--- config.mk ---
export PLATFORM = sky130hd
export DESIGN_NAME = ram_arbiter
export DESIGN_NICKNAME = d
export VERILOG_FILES = /design/src/rtl/ram_arbiter.sv
export SDC_FILE = /design/constraint.sdc
export NUM_CORES = 1
export LEC_CHECK = 0
export CORE_MARGIN = 2
export CORE_UTILIZATION = 37
export DETAILED_ROUTE_END_ITERATION = 8
export HOLD_SLACK_MARGIN = 0.08
export PLACE_DENSITY = 0.94
export SETUP_SLACK_MARGIN = 0.2
export SYNTH_ARGS = -nofsm -noshare
export SYNTH_HDL_FRONTEND = slang
export SYNTH_SLANG_ARGS = --single-unit
--- constraint.sdc ---
create_clock -name Clock -period 3.9 [get_ports Clock]
set_clock_uncertainty 0.05 [all_clocks]
set_input_delay 0.78 -clock Clock [delete_from_list [all_inputs] [get_ports Clock]]
set_output_delay 0.78 -clock Clock [all_outputs]
set_load 0.02 [all_outputs]
--- src/rtl/ram_arbiter.sv ---
// Round-robin arbiter that shares one read-first synchronous RAM between requester A (CPU)
// and requester B (DMA/loader); one access per grant, completion signalled by RValidA/RValidB.
module ram_arbiter #(
    parameter int ADDR_WIDTH = 16,
    parameter int DATA_WIDTH = 8
) (
    input  logic                  Clock,
    input  logic                  ResetN,
    input  logic                  ReqA,
    input  logic                  ReqB,
    input  logic [ADDR_WIDTH-1:0] AddrA,
    input  logic [ADDR_WIDTH-1:0] AddrB,
    input  logic [DATA_WIDTH-1:0] WDataA,
    input  logic [DATA_WIDTH-1:0] WDataB,
    input  logic                  WeA,
    input  logic                  WeB,
    output logic                  GntA,
    output logic                  GntB,
    output logic                  RValidA,
    output logic                  RValidB,
    output logic [DATA_WIDTH-1:0] RData,
    output logic [ADDR_WIDTH-1:0] RamAddrIn,
    output logic [ADDR_WIDTH-1:0] RamAddrOut,
    output logic [DATA_WIDTH-1:0] RamDataIn,
    output logic                  RamWriteEnable,
    input  logic [DATA_WIDTH-1:0] RamDataOut,
    output logic [1:0]            DbgState
);

    // Handshake: a requester raises Req with Addr/WData/We stable and holds them until it
    // sees Gnt; Req & Gnt at a rising edge is the accept. Gnt may only be high in IDLE or
    // CAPTURE, so at most one access is in flight. RValid pulses for one cycle two edges
    // after the accept, carrying the RAM read data (old contents for a write).

    typedef enum logic [1:0] {
        IDLE    = 2'd0,
        ISSUE   = 2'd1,
        CAPTURE = 2'd2
    } state_t;

    localparam logic OWNER_A = 1'b0;
    localparam logic OWNER_B = 1'b1;

    state_t                  r_state;
    logic [ADDR_WIDTH-1:0]   r_addr_q;
    logic [DATA_WIDTH-1:0]   r_wdata_q;
    logic                    r_we_q;
    logic                    r_owner_q;
    logic                    r_last_owner;
    logic                    r_ram_we;
    logic                    r_rvalid_a;
    logic                    r_rvalid_b;

    logic                    w_can_grant;
    logic                    w_gnt_a;
    logic                    w_gnt_b;
    logic                    w_accept_a;
    logic                    w_accept_b;
    logic                    w_accept;

    // On a tie the requester that did not own the previous access wins.
    assign w_can_grant = ResetN && ((r_state == IDLE) || (r_state == CAPTURE));
    assign w_gnt_a     = w_can_grant && ReqA && (!ReqB || (r_last_owner == OWNER_B));
    assign w_gnt_b     = w_can_grant && ReqB && (!ReqA || (r_last_owner == OWNER_A));
    assign w_accept_a  = w_gnt_a && ReqA;
    assign w_accept_b  = w_gnt_b && ReqB;
    assign w_accept    = w_accept_a || w_accept_b;

    always_ff @(posedge Clock) begin
        if (!ResetN) begin
            r_state      <= IDLE;
            r_addr_q     <= '0;
            r_wdata_q    <= '0;
            r_we_q       <= 1'b0;
            r_owner_q    <= OWNER_A;
            r_last_owner <= OWNER_B;
            r_ram_we     <= 1'b0;
            r_rvalid_a   <= 1'b0;
            r_rvalid_b   <= 1'b0;
        end else begin
            r_ram_we   <= 1'b0;
            r_rvalid_a <= 1'b0;
            r_rvalid_b <= 1'b0;
            case (r_state)
                IDLE, CAPTURE: begin
                    if (w_accept) begin
                        r_addr_q     <= w_accept_a ? AddrA  : AddrB;
                        r_wdata_q    <= w_accept_a ? WDataA : WDataB;
                        r_we_q       <= w_accept_a ? WeA    : WeB;
                        r_owner_q    <= w_accept_a ? OWNER_A : OWNER_B;
                        r_last_owner <= w_accept_a ? OWNER_A : OWNER_B;
                        r_ram_we     <= w_accept_a ? WeA    : WeB;
                        r_state      <= ISSUE;
                    end else begin
                        r_state <= IDLE;
                    end
                end
                ISSUE: begin
                    r_rvalid_a <= (r_owner_q == OWNER_A);
                    r_rvalid_b <= (r_owner_q == OWNER_B);
                    r_state    <= CAPTURE;
                end
                default: r_state <= IDLE;
            endcase
        end
    end

    // ResetN gating drops any in-flight write or completion the moment reset is seen.
    assign GntA           = w_gnt_a;
    assign GntB           = w_gnt_b;
    assign RValidA        = r_rvalid_a && ResetN;
    assign RValidB        = r_rvalid_b && ResetN;
    assign RData          = RamDataOut;
    assign RamAddrIn      = r_addr_q;
    assign RamAddrOut     = r_addr_q;
    assign RamDataIn      = r_wdata_q;
    assign RamWriteEnable = r_ram_we && r_we_q && ResetN;
    assign DbgState       = r_state;

endmodule
==> results.txt, run 1 <==
The total wire length was 4.403 mm; the horizontal extent of the die was 69.28 um. Setup repair after global routing left no endpoint under its margin. The tools report the number of nets in the finished design as 325. The detail route stage leaves a number of antenna-violating nets equal to 0. The number of failing hold endpoints at the final stage came out at 0. The worst setup path is captured at an output pin. The total count of max-transition violations in the final report was 0; the number of enable-type register cells in the synthesized netlist was 0.

The tools report the cell chosen for the clock root as sky130_fd_sc_hd__clkbuf_8. The shortest period the worst path allows is 3.348 ns. Clock tree synthesis found a total of 32 sinks. The last weighted congestion value of the routability-driven placer is 0.7244.

Port buffering added 100 buffers. The first global-routing pass estimated 7.162 mm of wire. The post-route setup TNS came out at 0 ns. The async set-or-reset flop fraction in the synthesized netlist works out to 0. For this run, the leading register cell type out of synthesis is sky130_fd_sc_hd__dfxtp_1. After detailed routing, the wire length on met1 is 1.716 mm. The area added between synthesis and finish was 57.94%.

In this run, post-CTS repair resized a total of 0 instances. Overall via count from detail_route: 1534. Multi-input combinational cell area: 675.6 um^2.

The number of buffers inserted during clock tree synthesis is 5, and the timing-limited maximum frequency is 298.7 MHz. The count of maximum capacitance violations was 0; the number of buffers inserted to repair setup after CTS was 0. The sequential cell area fraction in the yosys report is 0.4063. The number of global-route vias before repair is 1516, and the Yosys warning count is 0.

The repair_antennas step left the layout with diodes totalling 0. The slew at the pin with the worst max-slew slack came out at 0.4511 ns. The max-slew headroom at the worst pin came out at 0.6988.

The flow ran to the end, and the final reports show no timing, DRC or antenna violations. The first routing iteration left 36 violations. The top fanout value on the critical path was 27. The logs give 117 for the I/O pin total and 0.1424 mV for the worst voltage drop across the vdd grid. For this run, the detailed router's first-pass iteration total came to 4.

Among the stages of the critical path, the cell type that occurs most often is sky130_fd_sc_hd__clkdlybuf4s50_1. Overall die area: 4799 um^2. The number of nets handed over by synthesis was 250. Fill cells in the final layout number 381. For the starting utilization of the core area, the log shows 0.3885. The cell area that synthesis handed to floorplanning was 1577 um^2.

Arrival time at the worst endpoint: 2.52 ns. The tools report the startpoint type of the worst setup path as an input pin. Leaving out fill and tap cells, the most frequent cell in the layout is sky130_fd_sc_hd__clkdlybuf4s50_1.

Each instance of the synthesized netlist takes up on average 8.386 um^2. In this design, the largest share of critical-path delay is due to buffers and inverters. The logs give 188 for the synthesized instance count and 4058 um^2 for the placeable core area. The count of buffering cells on the critical path with inverters included works out to 3.

For this design the ratio of total power to cell area is 348.8 nW/um^2. Dividing the detail-routed via count by the number of cells gives 4.901. The top cell types in the final layout, fill and taps aside, are sky130_fd_sc_hd__clkdlybuf4s50_1 (100), sky130_fd_sc_hd__dfxtp_1 (32), sky130_fd_sc_hd__a21oi_1 (29). Setup violations remaining at the end of the flow were counted as 0. The clock insertion delay at the later pin of the skew report came out at 0.27 ns. Synthesized flop and latch total: 32. The synthesized netlist contains 25 unique library cells. The H-tree was split into 2 levels. The overall power came out at 868.5 uW.

The logs give 3.125 mm for the placed wire-length estimate and 0 for the quantity of hold-fixing buffers added after cts. The share of the cycle needed by the critical path after routing is 0.8585. In the final layout, flip-flops and latches occupy 640.6 um^2. Entering global routing, the biggest net connects 31 pins. The logs give 0 for the number of antenna violations at the first check in global routing and 0 for the number of remaining DRC errors. The top layer used by detailed routing was met4.

The layout cell share with drive strength beyond 1 was 0.1293; the deepest clock path buffer count was 2. For the worst setup path, the data required time is 3.07 ns. The amount of wire on met3 after detailed routing was 287 um; the maximum single-stage delay on the critical path was 0.60 ns. For this run the aggregate overflow at the end of global routing stands at 0.

The run gives 0.0009776 uW as the standby leakage power. Dividing the detail-routed wire length by the instance count gives 14.07 um. Clock-pin slew was measured on the worst setup and hold paths at 0.06 ns.

The critical path is of the input pin to output pin type. Met2 wirelength from detailed routing: 2.364 mm. Path category of the worst min-delay check: flop to flop. The slowest stage of the critical path is the sky130_fd_sc_hd__clkdlybuf4s50_1 cell. The run gives 0.1828 as the overall global routing resource usage. TritonCTS built the clock tree. The critical path goes through clkdlybuf4s50_1 > and2b_4 > nand3_4 > inv_4 > clkdlybuf4s50_1. The overall die height is 69.28 um. The total number of placement rows is 23.
## worst reg2reg max path, delay by kind of cell, from the launching register on
family / cells / cell delay, ns
DFF: 1 / 0.35
AOI/OAI and AO/OA: 2 / 0.30
and+or+nand+nor: 2 / 0.59
buffers and inverters: 2 / 0.48
## cell type report
type / count / share of cell area
clock inverters: 1 / 0.002010
flip-flops and latches: 32 / 0.2573
repair buffers: 103 / 0.4111
well taps: 50 / 0.02513
inverters: 2 / 0.004020
multi-input cells: 119 / 0.2714
clock buffers: 6 / 0.02915
## cells in the mapped netlist, types with 2 or more instances
master                     instances  share of area
sky130_fd_sc_hd__buf_6             2          0.014
sky130_fd_sc_hd__buf_4            27           0.13
sky130_fd_sc_hd__o21ai_0           5          0.016
sky130_fd_sc_hd__and2_1            3          0.012
sky130_fd_sc_hd__a21oi_1          29          0.092
sky130_fd_sc_hd__a21oi_2          20           0.11
sky130_fd_sc_hd__nor2_1            3         0.0071
sky130_fd_sc_hd__clkbuf_1          3         0.0071
sky130_fd_sc_hd__nand2_1          28          0.067
sky130_fd_sc_hd__dfxtp_1          32           0.41
sky130_fd_sc_hd__buf_2             2         0.0063
sky130_fd_sc_hd__and3_1            2         0.0079
sky130_fd_sc_hd__o21ai_1          20          0.063
## metal layers
| metal | GRT usage | vias up |
|---|---|---|
| met5 | 0 | - |
| met4 | 0.08061 | 0 |
| met3 | 0.04506 | 4 |
| li1 | - | 761 |
| met1 | 0.1955 | 712 |
| met2 | 0.3365 | 57 |
## stage by stage
step / cells / setup slack (ns) / hold WS, ns / cell area, um^2 / util
2_1_floorplan: 188 / 1.579 / 0.3564 / 1577 / -
3_3_place_gp: 306 / 0.6253 / 0.3753 / 2412 / 0.5945
3_5_place_dp: 306 / 0.5552 / 0.3868 / 2412 / 0.5945
4_1_cts: 313 / 0.5411 / 0.4128 / 2490 / 0.6136
5_1_grt: 313 / 0.4956 / 0.4239 / 2490 / 0.6136
6_report: 313 / 0.5519 / 0.4071 / 2490 / 0.6136
## logic make-up (layout without fill, tap and decap cells)
| kind of cell | Yosys count | count (layout) | synth area share |
|---|---|---|---|
| compound gates | 75 | 75 | 0.2881 |
| simple gates | 43 | 43 | 0.1341 |
| buf+inv | 37 | 112 | 0.1651 |
| flops | 32 | 32 | 0.4063 |
| mux | 1 | 1 | 0.006349 |
## state kept, by name (all words and copies together), names as in the netlist
name and count:
RamAddrIn 16, r_rvalid_b 1, RamDataIn 8, DbgState 2, r_last_owner 1, r_ram_we 1
r_we_q 1, r_owner_q 1, r_rvalid_a 1
## path summary, 6_finish.rpt
path / start / end / slack (ns) / cells past startpoint
max: ResetN / GntA / 0.55 / 5
min: r_owner_q / r_rvalid_a / 0.41 / 1
max reg2reg: DbgState[0] / RamAddrIn[1] / 2.06 / 6
min reg2reg: r_owner_q / r_rvalid_a / 0.41 / 1
## power by group
part           internal [uW]  switching (uW)  total (uW)  leakage, uW
clock                    121             107         228    0.0000410
sequential               354            17.4         371     0.000264
combinational            139             130         269     0.000672
total                    614             255         868     0.000978
Power figures use the tool's default switching activity.
==> run 2, diff against run 1 <==
--- a/config.mk
+++ b/config.mk
@@ -5,6 +5,7 @@
 export SDC_FILE = /design/constraint.sdc
 export NUM_CORES = 1
 export LEC_CHECK = 0
+export ABC_CLOCK_PERIOD_IN_PS = 3900
 export CORE_MARGIN = 2
 export CORE_UTILIZATION = 37
 export DETAILED_ROUTE_END_ITERATION = 8
==> results of run 2 <==
Same layout as run 1: the final DEF is identical, and so are final timing and power.
